## config.mk

```make
export PLATFORM = sky130hd
export DESIGN_NAME = cdma_dma_rd_req_arb
export DESIGN_NICKNAME = d
export VERILOG_FILES = /design/src/rtl/cdma_dma_rd_req_arb.sv
export SDC_FILE = /design/constraint.sdc
export NUM_CORES = 1
export LEC_CHECK = 0
export CAP_MARGIN = 5
export CORE_AREA = 2 2 130 132
export DETAILED_ROUTE_END_ITERATION = 16
export DIE_AREA = 0 0 132 134
export GPL_ROUTABILITY_DRIVEN = 0
export PLACE_DENSITY = 0.81
export SETUP_SLACK_MARGIN = 0.15
export SLEW_MARGIN = 20
export SYNTH_ARGS = -nofsm -noshare
export SYNTH_HDL_FRONTEND = slang
export SYNTH_SLANG_ARGS = --single-unit
```

## constraint.sdc

```tcl
create_clock -name nvdla_core_clk -period 8.35 [get_ports nvdla_core_clk]
set_clock_uncertainty 0.05 [all_clocks]
set_input_delay 2.505 -clock nvdla_core_clk [delete_from_list [all_inputs] [get_ports nvdla_core_clk]]
set_output_delay 2.505 -clock nvdla_core_clk [all_outputs]
set_load 0.01 [all_outputs]
```

## src/rtl/cdma_dma_rd_req_arb.sv

```systemverilog
// Round-robin arbiter sharing the CDMA DMA read-request pipe between weight, feature and image
// requesters, with per-requester outstanding-read credit limiting and a registered output stage.
module cdma_dma_rd_req_arb #(
  parameter int PD_WIDTH = 79,
  parameter int MAX_OS   = 8,
  parameter int CNT_W    = 4
) (
  input  logic                nvdla_core_clk,
  input  logic                nvdla_core_rst,
  input  logic                arb_en,
  input  logic                req0_vld,
  input  logic [PD_WIDTH-1:0] req0_pd,
  output logic                req0_rdy,
  input  logic                req1_vld,
  input  logic [PD_WIDTH-1:0] req1_pd,
  output logic                req1_rdy,
  input  logic                req2_vld,
  input  logic [PD_WIDTH-1:0] req2_pd,
  output logic                req2_rdy,
  output logic                out_vld,
  input  logic                out_rdy,
  output logic [PD_WIDTH-1:0] out_pd,
  output logic [1:0]          out_id,
  input  logic                rtn_vld,
  input  logic [1:0]          rtn_id,
  output logic                arb_idle
);

  logic [2:0]          vld;
  logic [2:0]          elig;
  logic [2:0]          gnt;
  logic [2:0]          cnt_inc;
  logic [2:0]          cnt_dec;
  logic [1:0]          gnt_idx;
  logic [1:0]          last_grant;
  logic                acc;
  logic [PD_WIDTH-1:0] pd  [3];
  logic [CNT_W-1:0]    cnt [3];

  assign vld   = {req2_vld, req1_vld, req0_vld};
  assign pd[0] = req0_pd;
  assign pd[1] = req1_pd;
  assign pd[2] = req2_pd;
  assign acc   = !out_vld || out_rdy;

  always_comb begin
    elig    = '0;
    cnt_dec = '0;
    for (int i = 0; i < 3; i++) begin
      elig[i]    = vld[i] && (cnt[i] < CNT_W'(MAX_OS)) && arb_en;
      // A return against an empty counter is dropped rather than wrapping.
      cnt_dec[i] = rtn_vld && (rtn_id == 2'(i)) && (cnt[i] != '0);
    end
  end

  // Search order starts just after the last granted requester.
  always_comb begin
    gnt = '0;
    if (acc && !nvdla_core_rst) begin
      case (last_grant)
        2'd0: begin
          if (elig[1])      gnt = 3'b010;
          else if (elig[2]) gnt = 3'b100;
          else if (elig[0]) gnt = 3'b001;
        end
        2'd1: begin
          if (elig[2])      gnt = 3'b100;
          else if (elig[0]) gnt = 3'b001;
          else if (elig[1]) gnt = 3'b010;
        end
        default: begin
          if (elig[0])      gnt = 3'b001;
          else if (elig[1]) gnt = 3'b010;
          else if (elig[2]) gnt = 3'b100;
        end
      endcase
    end
  end

  always_comb begin
    gnt_idx = 2'd0;
    if (gnt[1]) gnt_idx = 2'd1;
    if (gnt[2]) gnt_idx = 2'd2;
  end

  assign cnt_inc  = gnt;
  assign req0_rdy = gnt[0];
  assign req1_rdy = gnt[1];
  assign req2_rdy = gnt[2];

  always_ff @(posedge nvdla_core_clk or posedge nvdla_core_rst) begin
    if (nvdla_core_rst) begin
      out_vld    <= 1'b0;
      out_pd     <= '0;
      out_id     <= 2'd0;
      last_grant <= 2'd2;
    end else if (acc) begin
      if (gnt != '0) begin
        out_vld    <= 1'b1;
        out_pd     <= pd[gnt_idx];
        out_id     <= gnt_idx;
        last_grant <= gnt_idx;
      end else begin
        out_vld <= 1'b0;
      end
    end
  end

  // Grant and return on the same counter cancel out.
  always_ff @(posedge nvdla_core_clk or posedge nvdla_core_rst) begin
    if (nvdla_core_rst) begin
      for (int i = 0; i < 3; i++) cnt[i] <= '0;
    end else begin
      for (int i = 0; i < 3; i++) begin
        if (cnt_inc[i] && !cnt_dec[i])      cnt[i] <= cnt[i] + 1'b1;
        else if (cnt_dec[i] && !cnt_inc[i]) cnt[i] <= cnt[i] - 1'b1;
      end
    end
  end

  assign arb_idle = !out_vld && (cnt[0] == '0) && (cnt[1] == '0) && (cnt[2] == '0);

endmodule

```

==> metrics.cfg <==
[status]
status=complete, no violations

[global_route]
grt_max_degree=71
grt_pass1_wl_mm=30.2
grt_pass1_vias=5500
grt_antenna_before_repair=1
grt-ovfl-total=0
grt_usage=0.214

[finish]
layout_common_cells=clkdlybuf4s50_1 (332), dfrtp_1 (94), o21ai_0 (44)
post-route-util=0.535
layout_commonest_cell=clkdlybuf4s50_1
fin_cells=1002
drive_gt1_frac=0.0487
final_area_sq_mm=0.00872
final_nets=1035
synthToLayoutAreaGrowth_pct=74.8

[clock_tree]
cts-hold-fix-buffers=0
cts_setup_buffers=0
clock_latency_ns=0.34
cts_max_path_buffers=2
cts-resized-gates=0
cts_buffers=9
cts_root_buffer=clkbuf_16
clk_pin_slew_ns=0.06
clock_sinks=95
tritoncts=done
cts_max_level=3

[routing]
wl_per_cell_um=19.2
dr.pass1.iters=5
viasPerCell=5.27
drt_iter0_drc=196
wl_mm=19.2
vias=5276
drc=0
ant_nets=0

[critical_path]
crit_arrival_ns=4.72
cp.required_ns=5.80
cp_max_fo=42
startpoint_type=primary input
crit_type=in -> out
cp-end-kind=primary output

[place]
placed_cell_area_sq_mm=0.00841
hpwl_mm=14.1
placed_cells=985
io_buffer_count=332

[job]
max_cap_violations=0

[timing]
setup_violations=0
fmax_ghz=0.137
finalCritPeriodShare=0.871
drv_slew=0
tightest_slew_ns=1.02
slew_headroom=0.317
rsz0062_at_grt=false
fin_crit_ns=7.27
hold_viol=0
tns_ns=0

[floorplan]
initial_core_util=0.306
core_area_sq_mm=0.0163
boundaryPins=333
rows=47
die_w_um=132
chipHeight_um=134
dieArea_sq_mm=0.0177

[yosys]
ys_ff_latch=95
synthArstFlopShare=1.00
yosysSeqAreaShare=0.477
avgSynthCellArea_sq_um=10.7
mappedNetlistArea_sq_mm=0.00498
ys_warn_count=0
synthDistinctLibCells=46
ys.flop_type=dfrtp_1
synthCells=466
syn_nets=725
synth-edff-count=0

[power_and_ir_drop]
sequentialPowerShare=0.341
power_leakage_nw=3.31
combPwrFrac=0.491
clkPwrFrac=0.168
power_density_mw_per_mm2=290
switchingPower_w=0.000844
switching_share=0.334
ir_drop_v=0.000162
p_int_w=0.00168

[min_path]
hp-class=reg -> reg

-- cell usage after synthesis, types with 2 or more instances --
| library cell | count | area (sq um) |
|---|---|---|
| buf_6 | 10 | 113 |
| nor2b_1 | 2 | 12.5 |
| a21oi_1 | 42 | 210 |
| clkbuf_1 | 19 | 71.3 |
| nand4b_1 | 2 | 17.5 |
| clkinv_1 | 2 | 7.51 |
| buf_2 | 10 | 50.1 |
| ha_1 | 9 | 113 |
| a21o_1 | 7 | 52.6 |
| o22ai_1 | 38 | 238 |
| or4_1 | 3 | 22.5 |
| nor3_1 | 2 | 10.0 |
| xnor2_1 | 9 | 78.8 |
| o21ai_0 | 44 | 220 |
| o2bb2ai_1 | 38 | 333 |
| mux2_2 | 3 | 33.8 |
| nor2_1 | 6 | 22.5 |
| a2bb2oi_1 | 39 | 342 |
| a22oi_1 | 40 | 300 |
| inv_1 | 3 | 11.3 |
| nand3_1 | 2 | 10.0 |
| fa_1 | 3 | 60.1 |
| buf_4 | 3 | 22.5 |
| nand2b_1 | 4 | 25.0 |
| nand2_1 | 10 | 37.5 |
| dfrtp_1 | 94 | 2350 |
| xor2_1 | 3 | 26.3 |
-- cells by family (layout without fill, tap and decap cells) --
logic type | count (synthesis) | after routing | synth area share
buffers and inverters | 49 | 364 | 0.0592
AO/OA/AOI/OAI | 253 | 253 | 0.351
AND/OR/NAND/NOR | 42 | 42 | 0.0497
flip-flops | 95 | 95 | 0.477
other | 0 | 1 | 0
adder cells (fa/ha/maj) | 12 | 12 | 0.0346
XOR/XNOR | 12 | 12 | 0.0211
multiplexers | 3 | 3 | 0.00678
-- path summary, 6_finish.rpt --
check	end	startpoint	depth (start not counted)	slack, ns
setup / recovery	req0_rdy	out_rdy	6	1.08
max in group asynchronous	cnt[4]	nvdla_core_rst	4	4.34
hold reg to reg	out_id[1]	out_id[1]	1	0.43
setup reg to reg	cnt[7]	out_id[0]	13	5.22
hold / removal	out_id[1]	out_id[1]	1	0.43
min in group asynchronous	out_pd[48]	nvdla_core_rst	3	2.64
-- power groups by stage --
stage	Clock (W)	Combinational, W	Sequential (W)
6_report	0.000424	0.00124	0.000862
5_1_grt	0.000450	0.00134	0.000895
4_1_cts	0.000434	0.00125	0.000862
3_5_place_dp	0	0.00125	0.000859
3_3_place_gp	0	0.00123	0.000860
2_1_floorplan	0	0.000512	0.000938
-- state kept, by name, indices dropped and copies added, names as in the netlist --
register    flops
cnt            12
last_grant      1
out_vld         1
out_pd         79
out_id          2
-- layout make-up --
type | instances | area, sq um
inverters | 7 | 41.3
clock inverters | 5 | 57.6
well taps | 220 | 275
fillers | 1449 | 7570
diodes | 1 | 2.50
repair buffers | 341 | 3390
multi-input cells | 322 | 2330
flip-flops and latches | 95 | 2380
clock buffers | 11 | 243
-- critical path, cell delays in order --
cell and delay, ns:
clkdlybuf4s50_1 0.45, nand2b_2 0.15, nand2_1 0.13, or4_1 0.67, clkinv_8 0.22, clkdlybuf4s50_1 0.57
-- stage by stage --
stage / power (W) / worst slack [ns] / hold WS, ns
6_report: 0.00253 / 1.08 / 0.429
5_1_grt: 0.00268 / 0.989 / 0.455
4_1_cts: 0.00255 / 1.07 / 0.436
3_5_place_dp: 0.00211 / 1.08 / 0.421
3_3_place_gp: 0.00208 / 1.10 / 0.409
2_1_floorplan: 0.00145 / 1.28 / 0.409
-- layer usage --
metal	global-route usage	up-vias	wire length, um
met5	0	-	0
met4	0.0942	0	725
met3	0.0669	41	1650
met2	0.354	267	9130
met1	0.259	2529	7730
li1	-	2439	-
(Power assumes the default switching activity.)
